**src/rtl/pc_fetch_ctrl.sv**
```systemverilog
`default_nettype none
// ============================================================================
//  Module      : pc_fetch_ctrl
//  Description : Next-PC and fetch-stall controller. Chooses the sequential,
//                branch or jump target for the PC register, holds the front
//                end on load-use hazards and instruction-memory wait, and
//                produces IF/ID hold/flush and ID/EX bubble controls.
//  Revision    : 1.0  initial release
// ============================================================================
module pc_fetch_ctrl #(
    parameter int          N        = 32,
    parameter logic [N-1:0] RESET_PC = '0,
    parameter int          PC_STEP  = 4,
    parameter int          CW       = 16
) (
    input  logic          clk,
    input  logic          reset,
    input  logic [N-1:0]  pc_value,
    output logic          imem_req,
    input  logic          imem_ack,
    input  logic          idex_mem_read,
    input  logic [4:0]    idex_rt,
    input  logic [4:0]    ifid_rs,
    input  logic [4:0]    ifid_rt,
    input  logic          branch_taken,
    input  logic [N-1:0]  branch_target,
    input  logic          jump,
    input  logic [N-1:0]  jump_target,
    output logic [N-1:0]  new_pc,
    output logic          pc_enable,
    output logic          ifid_enable,
    output logic          ifid_flush,
    output logic          idex_bubble,
    output logic [CW-1:0] stall_count
);

    localparam logic [N-1:0] PC_INC = N'(PC_STEP);

    typedef enum logic [1:0] {
        S_RUN       = 2'd0,
        S_LU_HOLD   = 2'd1,
        S_IMEM_WAIT = 2'd2
    } state_t;

    state_t          state_q, state_d;
    logic            pend_valid_q, pend_valid_d;
    logic [N-1:0]    pend_target_q, pend_target_d;
    logic [CW-1:0]   stall_count_q, stall_count_d;

    logic [N-1:0]    seq_pc;
    logic            redir;
    logic [N-1:0]    redir_tgt;
    logic            lu_hz;

    // Shared decode terms: sequential PC, redirect selection, load-use hazard
    always_comb begin
        seq_pc    = pc_value + PC_INC;
        redir     = branch_taken | jump;
        redir_tgt = branch_taken ? branch_target : jump_target;
        lu_hz     = idex_mem_read && (idex_rt != 5'd0) &&
                    ((idex_rt == ifid_rs) || (idex_rt == ifid_rt));
    end

    // Next-state and output decode
    always_comb begin
        new_pc        = seq_pc;
        pc_enable     = 1'b0;
        ifid_enable   = 1'b0;
        ifid_flush    = 1'b0;
        idex_bubble   = 1'b0;
        imem_req      = 1'b1;
        state_d       = state_q;
        pend_valid_d  = pend_valid_q;
        pend_target_d = pend_target_q;
        stall_count_d = stall_count_q;

        if (!reset) begin
            new_pc      = RESET_PC;
            imem_req    = 1'b0;
            ifid_flush  = 1'b1;
            idex_bubble = 1'b1;
        end else begin
            case (state_q)
                S_IMEM_WAIT: begin
                    idex_bubble = 1'b1;
                    if (imem_ack) begin
                        pc_enable   = 1'b1;
                        ifid_enable = 1'b1;
                        state_d     = S_RUN;
                        if (redir || pend_valid_q) begin
                            new_pc       = redir ? redir_tgt : pend_target_q;
                            ifid_flush   = 1'b1;
                            pend_valid_d = 1'b0;
                        end
                    end else if (redir) begin
                        // Most recent redirect seen while waiting wins
                        pend_valid_d  = 1'b1;
                        pend_target_d = redir_tgt;
                    end
                end
                // RUN and LU_HOLD share decode; the hold state masks the
                // hazard so one ID instruction gets at most one bubble.
                // The unused code 3 falls here and behaves as RUN.
                default: begin
                    state_d = S_RUN;
                    if (!imem_ack) begin
                        idex_bubble = 1'b1;
                        state_d     = S_IMEM_WAIT;
                        if (redir) begin
                            pend_valid_d  = 1'b1;
                            pend_target_d = redir_tgt;
                        end
                    end else if (redir) begin
                        new_pc      = redir_tgt;
                        pc_enable   = 1'b1;
                        ifid_enable = 1'b1;
                        ifid_flush  = 1'b1;
                    end else if (lu_hz && (state_q != S_LU_HOLD)) begin
                        idex_bubble = 1'b1;
                        state_d     = S_LU_HOLD;
                    end else begin
                        pc_enable   = 1'b1;
                        ifid_enable = 1'b1;
                    end
                end
            endcase

            if (!pc_enable && (stall_count_q != {CW{1'b1}})) begin
                stall_count_d = stall_count_q + CW'(1);
            end
        end
    end

    // State, pending redirect and stall counter registers
    always_ff @(posedge clk) begin
        if (!reset) begin
            state_q       <= S_RUN;
            pend_valid_q  <= 1'b0;
            pend_target_q <= '0;
            stall_count_q <= '0;
        end else begin
            state_q       <= state_d;
            pend_valid_q  <= pend_valid_d;
            pend_target_q <= pend_target_d;
            stall_count_q <= stall_count_d;
        end
    end

    assign stall_count = stall_count_q;

endmodule
`default_nettype wire
```
**config.mk**
```make
export PLATFORM = sky130hd
export DESIGN_NAME = pc_fetch_ctrl
export DESIGN_NICKNAME = d
export VERILOG_FILES = /design/src/rtl/pc_fetch_ctrl.sv
export SDC_FILE = /design/constraint.sdc
export NUM_CORES = 1
export LEC_CHECK = 0
export CORE_MARGIN = 2
export CORE_UTILIZATION = 46
export CTS_CLUSTER_DIAMETER = 120
export DETAILED_ROUTE_END_ITERATION = 8
export PLACE_DENSITY = 0.83
export SLEW_MARGIN = 0
export SYNTH_ARGS = -nofsm -noshare
export SYNTH_HDL_FRONTEND = slang
export SYNTH_SLANG_ARGS = --single-unit
export TNS_END_PERCENT = 50
```
**constraint.sdc**
```tcl
create_clock -name clk -period 3.4 [get_ports clk]
set_clock_uncertainty 0.1 [all_clocks]
set_input_delay 0.85 -clock clk [delete_from_list [all_inputs] [get_ports clk]]
set_output_delay 0.85 -clock clk [all_outputs]
set_load 0.05 [all_outputs]
```
# --- Word level (Yosys, flattened, before mapping) ---
# Index checks and enable logic that the tools add are counted.
totals:
  ff_bits: 51
  latch_bits: 0
  ram_bits: 0
  mem_bits_ro: 0
  inputBits: 117
  output_inout_bits: 53
  wordCells: 62
  memories: 0
classes:
  addsub: 2
  multipliers: 0
  n_div: 0
  n_lt_le_gt_ge: 0
  n_eq_ne: 8
  n_shift: 0
  mux: 38
  n_bitwise: 1
  reduce_logical: 9
op_table:
  columns: ["operator", "count"]
  rows:
  - ["32-bit 2-to-1 mux", 8]
  - ["32-bit by 3-bit adder with 32-bit output, second input constant", 1]
  - ["1-bit 2-to-1 mux", 27]
  - ["16-bit by 1-bit adder with 16-bit output, second input constant", 1]
  - ["16-bit inequality test, second input constant", 1]
  - ["5-bit == test", 2]
  - ["2-bit 2-to-1 mux", 3]
  - ["2-bit by 1-bit inequality test with 1-bit output, second input constant", 3]
  - ["5-bit nonzero test", 1]
  - ["1-bit logical AND", 4]
  - ["2-bit == test, second input constant", 1]
  - ["1-bit logical OR", 2]
  - ["2-bit inequality test, second input constant", 1]
  - ["2-bit AND reduction", 1]
  - ["1-bit logical NOT", 1]
  - ["1-bit OR", 1]

# --- Logic depth before layout (Yosys ltp) ---
# Gate-level depths: netlist (run 1).
depth:
  depth_word: 11
  depth_mapped: 9
  mapped_depth_nobuf: 7

# --- Worst setup path after synthesis (run 1) ---
# No wires, ideal clock.
synth_timing:
  path_kind: "input to output"
  from: "input branch_taken"
  to: "output new_pc[14]"
  arrival_time_ns: 3.270
  required_time_ns: 2.450
  setup_slack_ns: -0.820
  cell_stages: 6
  path_buffers: 4
  path_cell_list: "buf_2 -> clkbuf_1 -> clkbuf_1 -> buf_1 -> a21oi_1 -> a221oi_1"
synth_between:
  elab_chain_len: 6
  word_cells_on_any_way: 10
  cone_classes: "8 x mux; 1 x bitwise; 1 x reduce/logical"
synth_rtl:
  columns: ["element", "line", "text"]
  rows:
  - ["start, declared", "25", "input logic branch_taken,"]
  - ["32-bit 2-to-1 mux / 1-bit OR (equally long branches)", "59, 58", null]
  - ["32-bit 2-to-1 mux / 1-bit logical OR (equally long branches)", null, null]
  - ["32-bit 2-to-1 mux", "90", "if (redir || pend_valid_q) begin"]
  - ["32-bit 2-to-1 mux", "86", "if (imem_ack) begin"]
  - ["32-bit 2-to-1 mux (*)", "83", "case (state_q)"]
  - ["32-bit 2-to-1 mux (*)", "77", "if (!reset) begin"]
  - ["end, declared", "29", "output logic [N-1:0] new_pc,"]
# Mark *: on every way between the ends. The rest lies on a longest branch, timed or not.

# --- Worst setup path in the final report (run 1) ---
layout_timing:
  from: "input jump"
  to: "output new_pc[29]"
layout_between:
  elab_chain_len: 6
  word_cells_on_any_way: 9
  cone_classes: "7 x mux; 1 x bitwise; 1 x reduce/logical"
layout_rtl:
  columns: ["element", "line", "text"]
  rows:
  - ["start, declared", "27", "input logic jump,"]
  - ["1-bit OR (*)", "58", "redir = branch_taken | jump;"]
  - ["32-bit 2-to-1 mux / 1-bit logical OR (equally long branches)", null, null]
  - ["32-bit 2-to-1 mux", "90", null]
  - ["32-bit 2-to-1 mux", "86", null]
  - ["32-bit 2-to-1 mux (*)", "83", null]
  - ["32-bit 2-to-1 mux (*)", "77", null]
# Marked as above.

==> flow_metrics.py, run 1 <==
metrics = {
    "yosys": {
        "synth_edf_count": 0,
        "synthFlopType": "dfxtp_1",
        "yosysWarnings": 0,
        "synthesis.nets": 764,
        "synthCells": 645,
        "netlist_area_mm2": 0.004587,
        "ys_async_sr_fraction_pct": 0,
        "synth.avg_cell_area_um2": 7.111,
        "ys_ff_latch": 51,
        "ys_seq_area_share_pct": 22.26,
        "synth_cell_types": 58,
    },
    "pwr": {
        "p_switching_mw": 0.8732,
        "p_sw_share_pct": 39.10,
        "combPwrFrac_pct": 49.1,
        "ir_worst_vdd_uv": 179.4,
        "p_int_mw": 1.360,
        "seqPwrFrac_pct": 28.8,
        "p_leak_nw": 3.251,
        "power.total_mw": 2.233,
        "clockPowerShare_pct": 22.0,
        "powerDensity_mw_per_mm2": 271.0,
    },
    "worst_setup_path": {
        "startpoint": "jump",
        "worstPathRequired_ns": 2.45,
        "worstPathArrival_ns": 2.72,
        "r2r_start": "state_q[0]",
        "critPathLaunchType": "primary input",
        "r2r_slack_ns": 1.05,
        "end_kind": "output port",
        "cp_max_fo": 17,
        "critPathKind": "primary input to output port",
    },
    "hold_path": {
        "hp-start": "pend_target_q[2]",
        "hp-class": "flip-flop to flip-flop",
    },
    "drt": {
        "via_per_inst": 6.672,
        "drt_pass1_iterations": 7,
        "ant_nets": 0,
        "dr_total_vias": 6792,
        "drt_iter0_drc": 818,
        "drcViolationCount": 0,
        "wl_mm": 24.17,
        "wl_per_cell_um": 23.75,
    },
    "final_layout": {
        "final_cell_mix": "clkdlybuf4s50_1, buf_4, nor2_1",
        "fin_util_pct": 84.71,
        "synthToLayoutAreaGrowth_pct": 79.68,
        "final_area_mm2": 0.008242,
        "finalNonFillerCells": 1018,
        "drive_above_1_share_pct": 31.71,
        "final_common_cell": "clkdlybuf4s50_1",
        "fillers": 497,
        "layout.nets": 1001,
    },
    "floorplanning": {
        "core_area_mm2": 0.009729,
        "rows": 36,
        "dieArea_mm2": 0.01079,
        "initial_core_util_pct": 47.15,
        "die_w_um": 103.9,
        "fp.dieH_um": 103.9,
        "ios": 170,
    },
    "cts": {
        "hold_buffers": 0,
        "clk_pin_slew_ns": 0.11,
        "cts.sinks": 51,
        "cts_root_buffer": "clkbuf_8",
        "tritoncts": "done",
        "numCtsBuffers": 5,
        "clockBufferDepth": 2,
        "htreeDepth": 2,
        "clk_latency_ns": 0.33,
    },
    "sta": {
        "fin_crit_ns": 3.670,
        "clock.fmax_ghz": 0.2725,
        "tightest_slew_ns": 0.5176,
        "slew_viol_final": 0,
        "fin_crit_sh_pct": 107.9,
        "rsz0062_at_grt": "true",
        "layout_setup_ws_ns": -0.2699,
        "maxSlewHeadroom_pct": 65.38,
        "hold_violations": 0,
        "setup_viol": 16,
        "fin_hold_ws_ns": 0.4058,
    },
    "grt": {
        "grt_pass1_vias": 6530,
        "grt_pass1_wl_mm": 34.01,
        "grt_use_total_pct": 38.35,
        "grt-ovfl-total": 0,
        "grt_max_degree": 36,
        "antenna_found_initial": 1,
    },
    "place": {
        "portBuffers": 169,
        "dp.cells": 999,
        "dpl_cell_area_mm2": 0.007528,
        "gp_congestion": 0.9305,
        "hpwl_mm": 13.93,
    },
    "status": {
        "outcome": "finished, violations left",
        "violations": "setup timing",
    },
    "flow_run": {
        "cap_viol_max_count": 0,
    },
}
power groups by stage:
stage	combinational (mW)	sequential (mW)	clock [mW]
floorplan	0.499	0.656	0
global placement	0.937	0.651	0
detailed placement	0.961	0.653	0
CTS	0.989	0.639	0.477
global route	1.13	0.644	0.500
finish	1.10	0.644	0.492
synth_stat cells (all sizes together), types with 3 or more instances:
library cell	n	area (um^2)
mux2	11	123.9
nor3	12	65.06
dfxtp	51	1021
nor2	88	335.3
mux2i	48	480.5
and2	3	18.77
o211ai	8	60.06
nand4	14	102.6
or4	7	56.30
nand2	52	195.2
o21a	3	22.52
and3	9	56.30
inv	9	33.78
a22oi	3	22.52
o31ai	6	45.04
xnor2	15	131.4
a221oi	12	105.1
nand2b	18	112.6
xor2	23	201.4
buf	18	95.09
or3	8	50.05
nand3	31	155.2
a211oi	7	52.55
clkbuf	28	105.1
a21oi	69	345.3
nor4	6	58.80
o21ai	60	300.3
o2bb2ai	3	26.28
final timing paths:
| path | depth (start not counted) | end |
|---|---|---|
| worst max-delay path | 9 | new_pc[29] |
| worst max register to register | 6 | stall_count[4] |
| worst min-delay path | 2 | pend_target_q[2] |
| worst min register to register | 2 | pend_target_q[2] |
cell type report:
cell class	instances	area (um^2)	area share, %
Multi-Input combinational cell	539	4009	48.64
Sequential cell	51	1021	12.39
Clock inverter	2	38.79	0.4706
Antenna cell	2	5.005	0.06073
Clock buffer	6	82.58	1.002
Tap cell	133	166.4	2.019
Inverter	9	36.28	0.4403
Timing Repair Buffer	276	2883	34.98
stage by stage:
step,setup slack (ns),setup TNS (ns)
2_1_floorplan,-0.2467,-0.7356
3_5_place_dp,-0.6079,-13.15
4_1_cts,-0.09677,-0.2607
5_1_grt,-0.3522,-2.350
6_report,-0.2699,-1.347
3_3_place_gp,-0.5621,-11.40
state kept, by name, indices dropped and copies added (netlist names):
signal / cells
pend_target_q: 32
pend_valid_q: 1
stall_count: 16
state_q: 2
kinds of logic after synthesis:
| family | synth area share, % |
|---|---|
| buf+inv | 5.101 |
| mux | 13.18 |
| simple gates | 27.85 |
| xor+xnor | 7.256 |
| compound gates | 23.81 |
| flops | 22.26 |
| fa+ha+maj | 0.5455 |
critical path, cell delays in order:
cell,delay [ns]
buf_2,0.14
buf_12,0.20
buf_12,0.20
nand2_1,0.09
o21ai_0,0.21
nand2_1,0.17
a22oi_2,0.39
and3_4,0.30
buf_12,0.14
repair_timing:
item                       4_1_cts  5_1_grt
gates cloned                     0        0
pin swaps                       30       21
setup buffers                    6        3
resized for setup              161       72
setup endpoints to repair       35       35
metal layers:
layer | up-vias | part of all wire [%] | track usage, %
met5 | - | 0 | 0
met4 | 0 | 8.2 | 19.69
met3 | 228 | 11 | 8.960
met2 | 627 | 47 | 66.64
met1 | 3128 | 33 | 43.81
li1 | 2809 | - | -
Power figures use the tool's default switching activity.
==> run 2: changes to the inputs <==
- CORE_ASPECT_RATIO: unset -> 1.5
==> run 2 against run 1 <==
Against the previous run: the flow still finishes with violations (setup timing); first-iteration DRC count is 29% lower; combinational power fell by 6%; register-to-register slack lost 0.26 ns; sequential cell count unchanged; non-clock buffer count grew 2; count of clock-buffer cells in the layout fell by 1; highest routed layer unchanged; worst setup slack worse by 0.028 ns.
==> flow_metrics.py, run 2 (synthesis gave the netlist of run 1 again) <==
metrics = {
    "cts": {
        "cts.sinks": 51,
        "cts_root_buffer": "clkbuf_16",
        "htreeDepth": 2,
        "tritoncts": "done",
        "clockBufferDepth": 2,
        "clk_latency_ns": 0.30,
        "clk_pin_slew_ns": 0.07,
        "hold_buffers": 0,
        "numCtsBuffers": 5,
    },
    "floorplanning": {
        "ios": 170,
        "dieArea_mm2": 0.01080,
        "fp.dieH_um": 126.3,
        "core_area_mm2": 0.009689,
        "rows": 44,
        "initial_core_util_pct": 47.34,
        "die_w_um": 85.54,
    },
    "final_layout": {
        "final_area_mm2": 0.008179,
        "layout.nets": 1003,
        "drive_above_1_share_pct": 31.19,
        "fillers": 589,
        "fin_util_pct": 84.41,
        "final_common_cell": "clkdlybuf4s50_1",
        "regMostFlops": "pend_target_q",
        "num_antenna_cells": 0,
        "largest_register_ffs": 32,
        "final_cell_mix": "clkdlybuf4s50_1, buf_4, nor2_1",
        "synthToLayoutAreaGrowth_pct": 78.31,
    },
    "drt": {
        "wl_per_cell_um": 21.39,
        "via_per_inst": 6.295,
        "drt_iter0_drc": 579,
        "top_layer_used": "met4",
        "drt_pass1_iterations": 6,
        "wl_mm": 21.39,
        "wl_met3_mm": 1.603,
        "drcViolationCount": 0,
        "wl_met1_mm": 7.200,
        "ant_nets": 0,
        "dr_total_vias": 6295,
        "routed-wl-met2_mm": 11.18,
    },
    "worst_setup_path": {
        "worstPathArrival_ns": 2.75,
        "cp_max_fo": 7,
        "critPathLaunchType": "primary input",
        "worstPathRequired_ns": 2.45,
        "end_kind": "output port",
        "r2r_cells": 6,
        "critPathKind": "primary input to output port",
    },
    "hold_path": {
        "min_path_cells": 2,
        "hp-class": "flip-flop to flip-flop",
    },
    "grt": {
        "grt_use_total_pct": 36.56,
        "grt-ovfl-total": 0,
        "antenna_found_initial": 0,
        "grt_pass1_vias": 6459,
        "grt_pass1_wl_mm": 31.88,
        "grt_max_degree": 49,
    },
    "sta": {
        "slew_viol_final": 0,
        "fin_crit_sh_pct": 108.7,
        "clock.fmax_ghz": 0.2705,
        "tightest_slew_ns": 0.5769,
        "fin_crit_ns": 3.697,
        "rsz0062_at_grt": "true",
        "maxSlewHeadroom_pct": 61.54,
        "setup_viol": 11,
        "layout_setup_ws_ns": -0.2974,
        "hold_violations": 0,
    },
    "place": {
        "hpwl_mm": 14.12,
        "pre_cts_ws_ns": -0.6352,
        "gp_congestion": 0.9649,
        "dpl_cell_area_mm2": 0.007561,
        "portBuffers": 169,
    },
    "flow_run": {
        "cap_viol_max_count": 0,
    },
    "pwr": {
        "powerDensity_mw_per_mm2": 269.1,
        "p_leak_nw": 3.287,
        "ir_worst_vdd_uv": 204.7,
    },
    "status": {
        "outcome": "finished, violations left",
        "violations": "setup timing",
    },
}
run 2: timing repair:
action / in CTS / in global routing
setup endpoints to repair: 30 / 29
resized for setup: 136 / 56
setup buffers: 10 / 4
pin swaps: 32 / 26
run 2: worst paths after layout:
| kind | startpoint | to | slack [ns] |
|---|---|---|---|
| setup / recovery | pc_value[9] | new_pc[21] | -0.30 |
| hold reg to reg | pend_target_q[3] | pend_target_q[3] | 0.39 |
| setup reg to reg | state_q[0] | stall_count[6] | 0.79 |
| hold / removal | pend_target_q[3] | pend_target_q[3] | 0.39 |
run 2: per-stage QoR:
stage / cells / total power [mW] / hold WS (ns) / TNS, ns
2_1_floorplan: 645 / 1.155 / 0.3579 / -0.7356
6_report: 1000 / 2.201 / 0.3922 / -1.293
5_1_grt: 1000 / 2.273 / 0.4283 / -1.965
4_1_cts: 997 / 2.145 / 0.3931 / -0.8069
3_3_place_gp: 980 / 1.595 / 0.3676 / -10.52
3_5_place_dp: 980 / 1.622 / 0.3758 / -12.52
run 2: area by class of cell:
class / instances / area (um^2) / area share (%)
multi-input combinational: 539 / 3978 / 48.63
timing repair buffer: 278 / 2859 / 34.95
clock buffer: 5 / 125.1 / 1.530
tap: 115 / 143.9 / 1.759
sequential: 51 / 1021 / 12.48
inverter: 9 / 33.78 / 0.4130
clock inverter: 3 / 18.77 / 0.2295
run 2: where the power goes:
group / switching (mW) / internal, mW / leakage [nW]
Sequential: 0.0189 / 0.624 / 0.417
Clock: 0.250 / 0.274 / 0.0740
Combinational: 0.559 / 0.476 / 2.80
run 2: worst max-delay path, cell delays in order:
cell     delay, ns
buf_2         0.11
nand3_2       0.13
buf_6         0.19
nor4_4        0.32
buf_4         0.20
nand2_1       0.07
xnor2_1       0.25
buf_4         0.18
a21oi_2       0.05
o211a_1       0.24
buf_12        0.16
run 2: routing by layer:
layer	vias up	GRT usage, %
li1	2815	-
met1	2970	38.33
met2	396	67.42
met3	114	6.441
met4	0	20.17
met5	-	0
